### src/rtl/locked_cla_pipe.sv
// Key-locked two-stage carry-lookahead adder with a valid/ready pipeline.
// A serially loaded key selects an XOR mask that is folded into every result.
module locked_cla_pipe #(
  parameter int                WIDTH       = 16,
  parameter int                BLOCK       = 4,
  parameter int                KEY_W       = 32,
  parameter logic [KEY_W-1:0]  KEY_CORRECT = 32'hD7D41D23
) (
  input  logic             clk_i,
  input  logic             rst_ni,
  input  logic [WIDTH-1:0] add1_i,
  input  logic [WIDTH-1:0] add2_i,
  input  logic             cin_i,
  input  logic             in_valid_i,
  output logic             in_ready_o,
  output logic [WIDTH:0]   result_o,
  output logic             out_valid_o,
  input  logic             out_ready_i,
  input  logic             key_shift_i,
  input  logic             key_bit_i,
  input  logic             key_clear_i,
  output logic             key_armed_o,
  output logic             lock_ok_o
);

  localparam int NGRP  = WIDTH / BLOCK;
  localparam int CNT_W = $clog2(KEY_W + 1);

  if (WIDTH % BLOCK != 0) begin : g_width_check
    $error("locked_cla_pipe: WIDTH must be a multiple of BLOCK");
  end

  typedef enum logic [1:0] {IDLE, LOADING, ARMED} key_state_t;

  key_state_t       state, state_nxt;
  logic [KEY_W-1:0] sr, sr_shifted, key_q;
  logic [CNT_W-1:0] cnt, cnt_shift;
  logic             commit;

  always_ff @(posedge clk_i) begin
    if (!rst_ni) state <= IDLE;
    else         state <= state_nxt;
  end

  always_comb begin
    sr_shifted = {sr[KEY_W-2:0], key_bit_i};
    cnt_shift  = (state == LOADING) ? cnt + CNT_W'(1) : CNT_W'(1);
    commit     = key_shift_i && !key_clear_i && (cnt_shift == CNT_W'(KEY_W));
    state_nxt  = state;
    if (key_clear_i)      state_nxt = IDLE;
    else if (commit)      state_nxt = ARMED;
    else if (key_shift_i) state_nxt = LOADING;
  end

  // key_q only ever receives a complete shift register image
  always_ff @(posedge clk_i) begin
    if (!rst_ni || key_clear_i) begin
      sr    <= '0;
      cnt   <= '0;
      key_q <= '0;
    end else if (key_shift_i) begin
      sr  <= sr_shifted;
      cnt <= cnt_shift;
      if (commit) key_q <= sr_shifted;
    end
  end

  assign key_armed_o = (state == ARMED);
  assign lock_ok_o   = key_armed_o && (key_q == KEY_CORRECT);

  logic             adv_p1, adv_p2, accept;
  logic             vld_p1, vld_p2;
  logic [WIDTH:0]   mask;
  logic [WIDTH-1:0] g_p0, p_p0;
  logic [NGRP-1:0]  grp_g_p0, grp_p_p0;

  assign adv_p2      = !vld_p2 || out_ready_i;
  assign adv_p1      = !vld_p1 || adv_p2;
  assign in_ready_o  = (state != LOADING) && adv_p1;
  assign accept      = in_valid_i && in_ready_o;
  assign out_valid_o = vld_p2;

  // Mask: key difference folded into (WIDTH+1)-bit chunks, unarmed acts as key 0
  always_comb begin
    logic [KEY_W-1:0] d;
    d    = (key_armed_o ? key_q : '0) ^ KEY_CORRECT;
    mask = '0;
    for (int i = 0; i < KEY_W; i++) mask[i % (WIDTH + 1)] = mask[i % (WIDTH + 1)] ^ d[i];
  end

  always_comb begin
    logic lc;
    g_p0 = add1_i & add2_i;
    p_p0 = add1_i ^ add2_i;
    for (int k = 0; k < NGRP; k++) begin
      lc = 1'b0;
      for (int j = 0; j < BLOCK; j++) lc = g_p0[k*BLOCK+j] | (p_p0[k*BLOCK+j] & lc);
      grp_g_p0[k] = lc;
      grp_p_p0[k] = &p_p0[k*BLOCK +: BLOCK];
    end
  end

  // Stage 1: bit and group generate/propagate plus the mask captured at acceptance
  logic [WIDTH-1:0] g_p1, p_p1;
  logic [NGRP-1:0]  grp_g_p1, grp_p_p1;
  logic             cin_p1;
  logic [WIDTH:0]   mask_p1;

  always_ff @(posedge clk_i) begin
    if (!rst_ni)     vld_p1 <= 1'b0;
    else if (adv_p1) vld_p1 <= accept;
  end

  always_ff @(posedge clk_i) begin
    if (adv_p1 && accept) begin
      g_p1     <= g_p0;
      p_p1     <= p_p0;
      grp_g_p1 <= grp_g_p0;
      grp_p_p1 <= grp_p_p0;
      cin_p1   <= cin_i;
      mask_p1  <= mask;
    end
  end

  logic [WIDTH-1:0] sum_p1;
  logic             cout_p1;

  always_comb begin
    logic gc, bc;
    gc     = cin_p1;
    sum_p1 = '0;
    for (int k = 0; k < NGRP; k++) begin
      bc = gc;
      for (int j = 0; j < BLOCK; j++) begin
        sum_p1[k*BLOCK+j] = p_p1[k*BLOCK+j] ^ bc;
        bc = g_p1[k*BLOCK+j] | (p_p1[k*BLOCK+j] & bc);
      end
      gc = grp_g_p1[k] | (grp_p_p1[k] & gc);
    end
    cout_p1 = gc;
  end

  // Stage 2: resolved carries and masked sum
  always_ff @(posedge clk_i) begin
    if (!rst_ni) begin
      vld_p2   <= 1'b0;
      result_o <= '0;
    end else if (adv_p2) begin
      vld_p2 <= vld_p1;
      if (vld_p1) result_o <= {cout_p1, sum_p1} ^ mask_p1;
    end
  end

endmodule

### config.mk
export PLATFORM = sky130hd
export DESIGN_NAME = locked_cla_pipe
export DESIGN_NICKNAME = d
export VERILOG_FILES = /design/src/rtl/locked_cla_pipe.sv
export SDC_FILE = /design/constraint.sdc
export NUM_CORES = 1
export LEC_CHECK = 0
export ABC_CLOCK_PERIOD_IN_PS = 3050
export BUFFER_PORTS_ARGS = -buffer_cell sky130_fd_sc_hd__buf_2
export CORE_MARGIN = 2
export CORE_UTILIZATION = 56
export DETAILED_ROUTE_END_ITERATION = 10
export PLACE_DENSITY = 0.73
export SLEW_MARGIN = 20
export SYNTH_ARGS = -nofsm -noshare
export SYNTH_HDL_FRONTEND = slang
export SYNTH_SLANG_ARGS = --single-unit
### constraint.sdc
create_clock -name clk_i -period 3.05 [get_ports clk_i]
set_input_delay 0 -clock clk_i [delete_from_list [all_inputs] [get_ports clk_i]]
set_output_delay 0 -clock clk_i [all_outputs]
set_load 0.005 [all_outputs]
== Word-level counts from Yosys, hierarchy flattened ==
Index checks and enable logic that the tools add are counted.

* Muxes and demuxes: 4
* Reduce and logical (&&, ||, !) cells: 22
* Bitwise gates (word level): 92
* Add/sub/neg operators: 1
* Equality and inequality tests: 5

{| class="wikitable"
|+ Operators by type and width
! kind !! number
|-
| 32-bit equality test, second input constant || 1
|-
| 32-bit two-way mux || 1
|-
| 1-bit bitwise XOR || 31
|-
| 1-bit bitwise AND || 28
|-
| 1-bit bitwise OR || 28
|-
| 17-bit NOT || 1
|-
| 17-bit bitwise XOR || 1
|-
| 16-bit bitwise AND || 1
|-
| 4-bit AND reduction || 4
|-
| 16-bit bitwise XOR || 1
|-
| 6-bit by 1-bit adder with 6-bit output, second input constant || 1
|-
| 6-bit equality test, second input constant || 1
|-
| 1-bit logical AND || 6
|-
| 6-bit two-way mux || 1
|-
| 1-bit logical NOT || 4
|-
| 2-bit two-way mux || 2
|-
| 2-bit AND reduction || 2
|-
| 1-bit logical OR || 3
|-
| 3-bit OR reduction || 1
|-
| 2-bit by 1-bit equality test with 1-bit output, second input constant || 1
|-
| 2-bit equality test, second input constant || 1
|-
| 2-bit by 1-bit inequality test with 1-bit output, second input constant || 1
|-
| 2-bit nonzero test || 1
|-
| 2-bit OR reduction || 1
|-
| 1-bit NOT || 1
|}

* Output and inout bits: 21
* Flip-flop bits (word level): 147
* Bits of input ports: 40
* Word-level logic and storage cells: 139

== Depth between registers and ports, before layout ==
Gate-level depths: netlist of run 1.

* Word-level depth: 14
* Depth in mapped cells: 12
* Depth with buffers taken out: 12

== Least setup slack after synthesis of run 1 ==
Ideal clock, no wire load.

* Path type: reg-to-reg
* Start point: register cin_p1
* End point: register result_o[14]
* Arrival: 2.388 ns
* Path slack: 0.546 ns
* Path buffers: 0
* Library setup time: 0.116 ns
* Cell stages (with the launch flop): 12
* Path through: edfxtp_1 > a21o_1 > a21o_1 > a21o_1 > ha_1 > or2_2 > ha_1 > or2_2 > ha_1 > xnor2_1 > nand2_1 > o211a_1

* Cells in the longest elaborated chain, start to end: 12

{| class="wikitable"
|+ RTL lines
! what !! line !! source
|-
| start: declaration || 106 || <nowiki>logic cin_p1;</nowiki>
|-
| start signal: assignment || 120 || <nowiki>cin_p1 <= cin_i;</nowiki>
|-
| 1-bit bitwise AND || 138 || <nowiki>gc = grp_g_p1[k] | (grp_p_p1[k] & gc);</nowiki>
|-
| 1-bit bitwise OR || 138 ||
|-
| 1-bit bitwise AND || 138 ||
|-
| 1-bit bitwise OR || 138 ||
|-
| 1-bit bitwise AND || 138 ||
|-
| 1-bit bitwise OR || 138 ||
|-
| 1-bit bitwise AND || 136 || <nowiki>bc = g_p1[k*BLOCK+j] | (p_p1[k*BLOCK+j] & bc);</nowiki>
|-
| 1-bit bitwise OR || 136 ||
|-
| 1-bit bitwise AND || 136 ||
|-
| 1-bit bitwise OR || 136 ||
|-
| 1-bit bitwise XOR || 135 || <nowiki>sum_p1[k*BLOCK+j] = p_p1[k*BLOCK+j] ^ bc;</nowiki>
|-
| 17-bit bitwise XOR || 150 || <nowiki>if (vld_p1) result_o <= {cout_p1, sum_p1} ^ mask_p1;</nowiki>
|-
| end signal: assignment || 150 ||
|-
| end: declaration || 16 || <nowiki>output logic [WIDTH:0] result_o,</nowiki>
|}

No other way between the ends.
A chain may end at the register's enable or synchronous reset.

== Worst setup path after layout of run 1 ==
Ends and elaborated chain as after synthesis.

==> results of run 1 <==
[what timing repair did]
action / 4_1_cts / 5_1_grt
resized for setup: 0 / 0
hold endpoints to repair: 61 / 0
hold buffers: 57 / 0
[layout by cell type (no fill, tap or decap), types with 2 or more instances in the layout]
master / instances
nor2b_1: 8
and2_1: 2
xor2_1: 11
buf_2: 60
nand2b_1: 6
o21ai_1: 6
inv_1: 2
o21ai_0: 33
and4_1: 5
bufinv_16: 2
mux2i_1: 34
clkbuf_16: 18
a21o_1: 3
o21a_1: 4
nand3_1: 34
dfxtp_1: 90
nand4b_1: 4
nand2_1: 29
dlygate4sd3_1: 57
or2_2: 8
inv_6: 2
clkbuf_8: 4
nor2_1: 50
xnor2_1: 26
clkinv_4: 3
o211a_1: 17
nand3_2: 2
nor4b_1: 2
nor3_1: 5
nor4_1: 3
edfxtp_1: 54
buf_4: 7
a21oi_1: 40
ha_1: 29
[area by class of cell]
type                            count  share of cell area, %
Clock buffer                       23                  6.580
Clock inverter                      9                  1.487
Inverter                            2                0.09701
Multi-Input combinational cell    376                  33.40
Sequential cell                   144                  44.24
Tap cell                          140                  2.264
Timing Repair Buffer              124                  11.93
[cells in the mapped netlist (8+ instances only)]
cell      instances
nand2_1          29
xor2_1           11
mux2i_1          34
o21ai_0          33
edfxtp_1         54
clkbuf_1         16
o211a_1          17
dfxtp_1          90
or2_2             8
ha_1             29
nor2b_1           9
a21oi_1          40
nor2_1           50
xnor2_1          26
nand3_1          34
[state kept, by name, indices dropped and copies added, names as in the netlist]
| register | count |
|---|---|
| vld_p1 | 1 |
| grp_g_p1 | 4 |
| cin_p1 | 1 |
| p_p1 | 16 |
| out_valid_o | 1 |
| g_p1 | 12 |
| sr | 31 |
| grp_p_p1 | 4 |
| cnt | 6 |
| state | 2 |
| key_q | 32 |
| mask_p1 | 17 |
| result_o | 17 |
[metal layers]
metal | vias up | global-route usage [%] | routed length, um
li1 | 2210 | - | -
met1 | 2134 | 30.15 | 5916
met2 | 134 | 38.75 | 6375
met3 | 20 | 5.021 | 586
met4 | 0 | 8.974 | 210
met5 | - | 0 | 0
[cells by family after synthesis]
group           count (synthesis)  share of synthesized area (%)
buf+inv                        34                          2.642
mux                            34                          5.529
xor+xnor                       37                          5.264
simple gates                  169                          14.27
flops                         144                          55.61
compound gates                107                          10.79
fa+ha+maj                      29                          5.894
[power by group]
group | leakage (nW) | switching, mW | internal [mW]
clock | 0.310 | 0.800 | 1.34
sequential | 1.24 | 0.0299 | 2.07
combinational | 1.62 | 0.180 | 0.204
total | 3.16 | 1.01 | 3.61
[through the flow]
stage               power, mW  cells  setup slack [ps]
detailed placement      2.444    729             353.4
floorplan               2.339    554             545.5
finish                  4.621    818             306.9
CTS                     4.633    818             333.3
global placement        2.432    729             404.0
global route            4.779    818             201.2
[path summary, 6_finish.rpt]
| kind | start | endpoint | slack [ps] |
|---|---|---|---|
| max reg2reg | cin_p1$_DFFE_PP_ | result_o[14]$_SDFFE_PN0P_ | 310 |
| min | cin_i | cin_p1$_DFFE_PP_ | 210 |
| min reg2reg | sr[0]$_SDFFE_PP0P_ | key_q[1]$_SDFFE_PP0P_ | 490 |
| max | cin_p1$_DFFE_PP_ | result_o[14]$_SDFFE_PN0P_ | 310 |
[worst max-delay path, cell delays in order (launching register included)]
cell	delay (ps)
edfxtp_1	410
a21o_1	220
a21o_1	220
a21o_1	230
ha_1	180
or2_2	270
ha_1	170
or2_2	270
ha_1	280
xnor2_1	150
nand2_1	80
o211a_1	170
==> summary.txt, run 1 <==
STA
  • Final setup skew: 11.11 ps
  • Setup TNS after final layout: 0 ps
  • Transition at the pin with the smallest max-transition slack: approximately 840 ps
  • Tcrit/Tclk final: 89.94%
  • Highest achievable clock rate: 364.5 MHz
  • Normalized max-slew margin: 43.71%
  • Hold violation count in the final report: 0
  • Min Hold Slack: 210.1 ps
  • Period minus WS final: ~2700 ps
  • Final max-slew violation count: 0
  • RSZ-0062 raised after global routing: no
  • Total setup violations reported at the end of the flow: 0

Clock tree
  • Number of buffers on the longest clock path: 2
  • Clock transition at the register clock pins on the worst setup and hold paths after CTS: 70 ps
  • Latest clock arrival within the worst-skew pair: 530 ps
  • Number of buffers created by CTS: 17
  • Clk Tree Root Cell: clkbuf_8
  • Clock tree from TritonCTS: yes
  • Clock H-tree levels: 4
  • Clock sinks: ~140
  • Setup bufs post-CTS: 0

Final layout
  • Sequential cell area: 3423 um^2
  • Net count, final: 734
  • Area of combinational cells with multiple inputs: roughly 2600 um^2
  • Finished Core Util: 71.70%
  • Diode insertion count for antenna repair: 0
  • Area delta synth->final: 25.71%
  • Proportion of layout cells with a drive suffix above 1: 16.96%
  • Cell area after layout: a little under 8000 um^2
  • Number of fillers in the final layout: ~750

Run
  • Max cap viols: 0

Worst setup path
  • Worst r2r path cells: 11
  • Critical path class: reg -> reg
  • Required arrival time at the worst endpoint: between 3000 and 4000 ps
  • Data arrival, critical path: 3170 ps
  • Startpoint class of the critical path: flip-flop
  • Critical path endpoint category: flip-flop
  • Largest fanout on the critical path: 3

Die
  • Area of the core: roughly 11000 um^2
  • Effective utilization at floorplan: 57.04%
  • Row Count: 38
  • Die Outline Area: 11850 um^2
  • Width of the die: 108.8 um
  • IO Count: 61
  • Die Height: roughly 110 um

Min path
  • Worst hold stages: 2
  • Worst hold path class: in -> reg

Synthesis
  • Post-Synthesis Mean Instance Area: 11.11 um^2
  • Count of mapped cells out of synthesis: about 550
  • Primary flip-flop cell chosen by synthesis mapping: dfxtp_1
  • Fraction of synthesized cell area taken by the top area cell type: 29.27%
  • Synth Net Count: 623
  • Portion of the post-synthesis area used by sequential elements: 55.61%
  • Number of enable-type register cells in the synthesized netlist: 54
  • Top post-synthesis cells by area: dfxtp_1 (29%), edfxtp_1 (26%), ha_1 (5.9%)
  • Fraction of registers with async set/reset: 0%
  • Post-synthesis instance area: 6156 um^2
  • Number of synthesis warnings: 0
  • Count of distinct cell types in the synthesized netlist: 43
  • Post-synthesis sequential element count: 144
  • Leading area contributor after synthesis: dfxtp_1

Power
  • Power density over cell area: 597.1 nW/um^2
  • Lkg Pwr: 3.162 nW
  • IR drop worst, VDD: 370.2 uV

Global routing
  • Gr usage total: 23.40%
  • GRT Residual Overflow: 0
  • Initial antenna violation count: 0
  • First-pass GRT wire length: between 20 and 25 mm
  • Number of global-route vias before repair: 4371
  • Pin count of the biggest net entering global routing: 69

Detailed routing
  • Iteration-0 DRC Markers: about 430
  • Count of unresolved DRC violations after routing: 0
  • Post-DR vias/cell: roughly 5.5
  • Number of optimization iterations in the first detailed-route pass: 5
  • Antenna Nets Post-Route: 0
  • Total number of vias: roughly 4500
  • Total detailed-routing wirelength: 13.09 mm
  • Routed length per placed instance: 16.00 um

Place
  • HPWL after detailed placement: 7.751 mm
  • Total cell area at the placement stage: about 6500 um^2
  • Number of buffers added on ports: 60
  • Final GP Congestion: 0.7832

Run status
  • Run status: finished clean
Power figures use the tool's default switching activity.
==> run 2, diff against run 1 <==
--- a/config.mk
+++ b/config.mk
@@ -7,6 +7,7 @@
 export LEC_CHECK = 0
 export ABC_CLOCK_PERIOD_IN_PS = 3050
 export BUFFER_PORTS_ARGS = -buffer_cell sky130_fd_sc_hd__buf_2
+export CORE_ASPECT_RATIO = 0.6
 export CORE_MARGIN = 2
 export CORE_UTILIZATION = 56
 export DETAILED_ROUTE_END_ITERATION = 10
@@ -15,3 +16,4 @@
 export SYNTH_ARGS = -nofsm -noshare
 export SYNTH_HDL_FRONTEND = slang
 export SYNTH_SLANG_ARGS = --single-unit
+export TNS_END_PERCENT = 30
==> run 2 against run 1 <==
  * Non-clock buffer count fell by 2
  * Flip-flop and latch count did not move
  * Final cell count fell by 0.24%
  * Utilization rose by 0.72 points
  * Via count rose by 2.4%
  * Power barely moved
  * Register-to-register slack got worse by 100 ps
  * Cell area fell by 0.50%
  * Clock skew fell by 6.3 ps
  * Wire length rose by 8.9%
==> summary.txt, run 2 (synthesis gave the netlist of run 1 again) <==
Die
  • Die Height: about 85 um
  • Row Count: 29
  • Die Outline Area: 11880 um^2
  • IO Count: 61
  • Effective utilization at floorplan: between 50 and 60%
  • Width of the die: roughly 140 um
  • Area of the core: 10630 um^2

Worst setup path
  • Critical path endpoint category: flip-flop
  • Reg2Reg Capture Point: result_o[14]$_SDFFE_PN0P_
  • Data arrival, critical path: 3150 ps
  • Worst r2r path cells: 11
  • Setup slack of the worst register-to-register path: 200 ps
  • Startpoint class of the critical path: flip-flop
  • Reg2reg start: cin_p1$_DFFE_PP_
  • Critical path class: reg -> reg
  • Required arrival time at the worst endpoint: approximately 3400 ps
  • Largest fanout on the critical path: 3

Final layout
  • Commonest non-fill, non-tap cell in the layout: dfxtp_1
  • Commonest cells after routing, fill and taps aside: dfxtp_1 (90), buf_2 (60), edfxtp_1 (54), dlygate4sd3_1 (54), nor2_1 (50)
  • Area of combinational cells with multiple inputs: 2590 um^2
  • Number of fillers in the final layout: 740
  • Post-Layout Cell Count: a little over 800
  • Proportion of layout cells with a drive suffix above 1: 16.72%
  • Largest register FFs: 32
  • Register containing the most flip-flops in the final layout: key_q
  • Finished Core Util: 72.43%
  • Largest registers in the final layout: key_q (32), sr (31)
  • Area delta synth->final: 25.08%
  • Net count, final: 732
  • Cell area after layout: between 7000 and 8000 um^2
  • Sequential cell area: between 3000 and 4000 um^2

Clock tree
  • Number of buffers created by CTS: 17
  • Clock H-tree levels: 4
  • Cells resized by post-CTS repair: 0
  • Clock sinks: roughly 140
  • Clock transition at the register clock pins on the worst setup and hold paths after CTS: 60 ps
  • Number of buffers on the longest clock path: 2
  • Latest clock arrival within the worst-skew pair: a little over 400 ps
  • Setup bufs post-CTS: 0
  • Clk Tree Root Cell: clkbuf_16
  • Clock tree from TritonCTS: yes

Place
  • Final GP Congestion: 0.8081
  • HPWL after detailed placement: ~8.4 mm
  • Number of buffers added on ports: 60
  • Total cell area at the placement stage: 6550 um^2
  • Placed cells: 729

Power
  • Power density over cell area: 599.8 nW/um^2
  • Lkg Pwr: 3.149 nW
  • Tot Pwr: 4.619 mW
  • IR drop worst, VDD: 587.5 uV

Detailed routing
  • Total detailed-routing wirelength: roughly 14 mm
  • Count of unresolved DRC violations after routing: 0
  • Number of optimization iterations in the first detailed-route pass: 5
  • Iteration-0 DRC Markers: 335
  • Antenna Nets Post-Route: 0
  • Post-DR vias/cell: 5.645
  • Total number of vias: 4606
  • Routed length per placed instance: 17.47 um

STA
  • Final setup skew: 4.774 ps
  • Normalized max-slew margin: a little under two fifths
  • Total setup violations reported at the end of the flow: 0
  • Tcrit/Tclk final: 93.29%
  • Transition at the pin with the smallest max-transition slack: 927.6 ps
  • Hold violation count in the final report: 0
  • Highest achievable clock rate: 351.4 MHz
  • Final max-slew violation count: 0
  • Period minus WS final: 2845 ps
  • RSZ-0062 raised after global routing: no
  • Setup TNS after final layout: 0 ps

Global routing
  • Gr usage total: between 20% and 30%
  • Pin count of the biggest net entering global routing: 60
  • GRT Residual Overflow: 0
  • Initial antenna violation count: 1
  • Number of global-route vias before repair: approximately 4600
  • First-pass GRT wire length: ~23 mm

Min path
  • Worst hold path class: in -> reg
  • Hold-critical path endpoint: cnt[0]$_SDFFE_PP0P_
  • Worst hold stages: 3
  • Worst hold start: key_shift_i

Run status
  • Run status: finished clean

Run
  • Max cap viols: 0
run 2: cell type report:
type                            instances  area share (%)
Antenna cell                            1         0.03250
Clock buffer                           19           5.622
Clock inverter                         13           2.194
Inverter                                2         0.09750
Multi-Input combinational cell        376           33.64
Sequential cell                       144           44.46
Tap cell                              139           2.259
Timing Repair Buffer                  122           11.70
run 2: how the worst max path moves through the flow:
stage,start,end,cells past startpoint
finish,cin_p1$_DFFE_PP_,result_o[14]$_SDFFE_PN0P_,11
floorplan,cin_p1$_DFFE_PP_,result_o[14]$_SDFFE_PN0P_,11
detailed placement,cin_p1$_DFFE_PP_,result_o[14]$_SDFFE_PN0P_,11
global placement,cin_p1$_DFFE_PP_,result_o[14]$_SDFFE_PN0P_,11
CTS,cin_p1$_DFFE_PP_,result_o[14]$_SDFFE_PN0P_,11
global route,cin_p1$_DFFE_PP_,result_o[14]$_SDFFE_PN0P_,11
run 2: timing repair:
item | in CTS | in global routing
setup endpoints to repair | 0 | 0
hold buffers | 54 | 0
hold endpoints to repair | 40 | 0
run 2: worst max-delay path: stages (launching register included):
cell	delay, ps
edfxtp_1	420
a21o_1	240
a21o_1	230
a21o_1	240
ha_1	220
or2_2	280
ha_1	190
or2_2	280
ha_1	300
xnor2_1	160
nand2_1	70
o211a_1	120
run 2: power breakdown:
part	switching, mW	internal [mW]
Combinational	0.189	0.202
Clock	0.770	1.35
Sequential	0.0315	2.07
Total	0.991	3.63
run 2: per-stage QoR:
stage               hold slack (ps)  setup slack (ps)
global route                  49.25             122.6
finish                        44.24             204.5
detailed placement            211.1             326.9
CTS                           35.38             232.3
global placement              203.6             408.8
floorplan                     98.87             545.5
run 2: layer usage:
| metal | wire, um | GRT usage [%] |
|---|---|---|
| met2 | 6884 | 41.71 |
| met5 | 0 | 0 |
| met3 | 913 | 7.223 |
| met1 | 6274 | 32.61 |
| met4 | 185 | 8.999 |
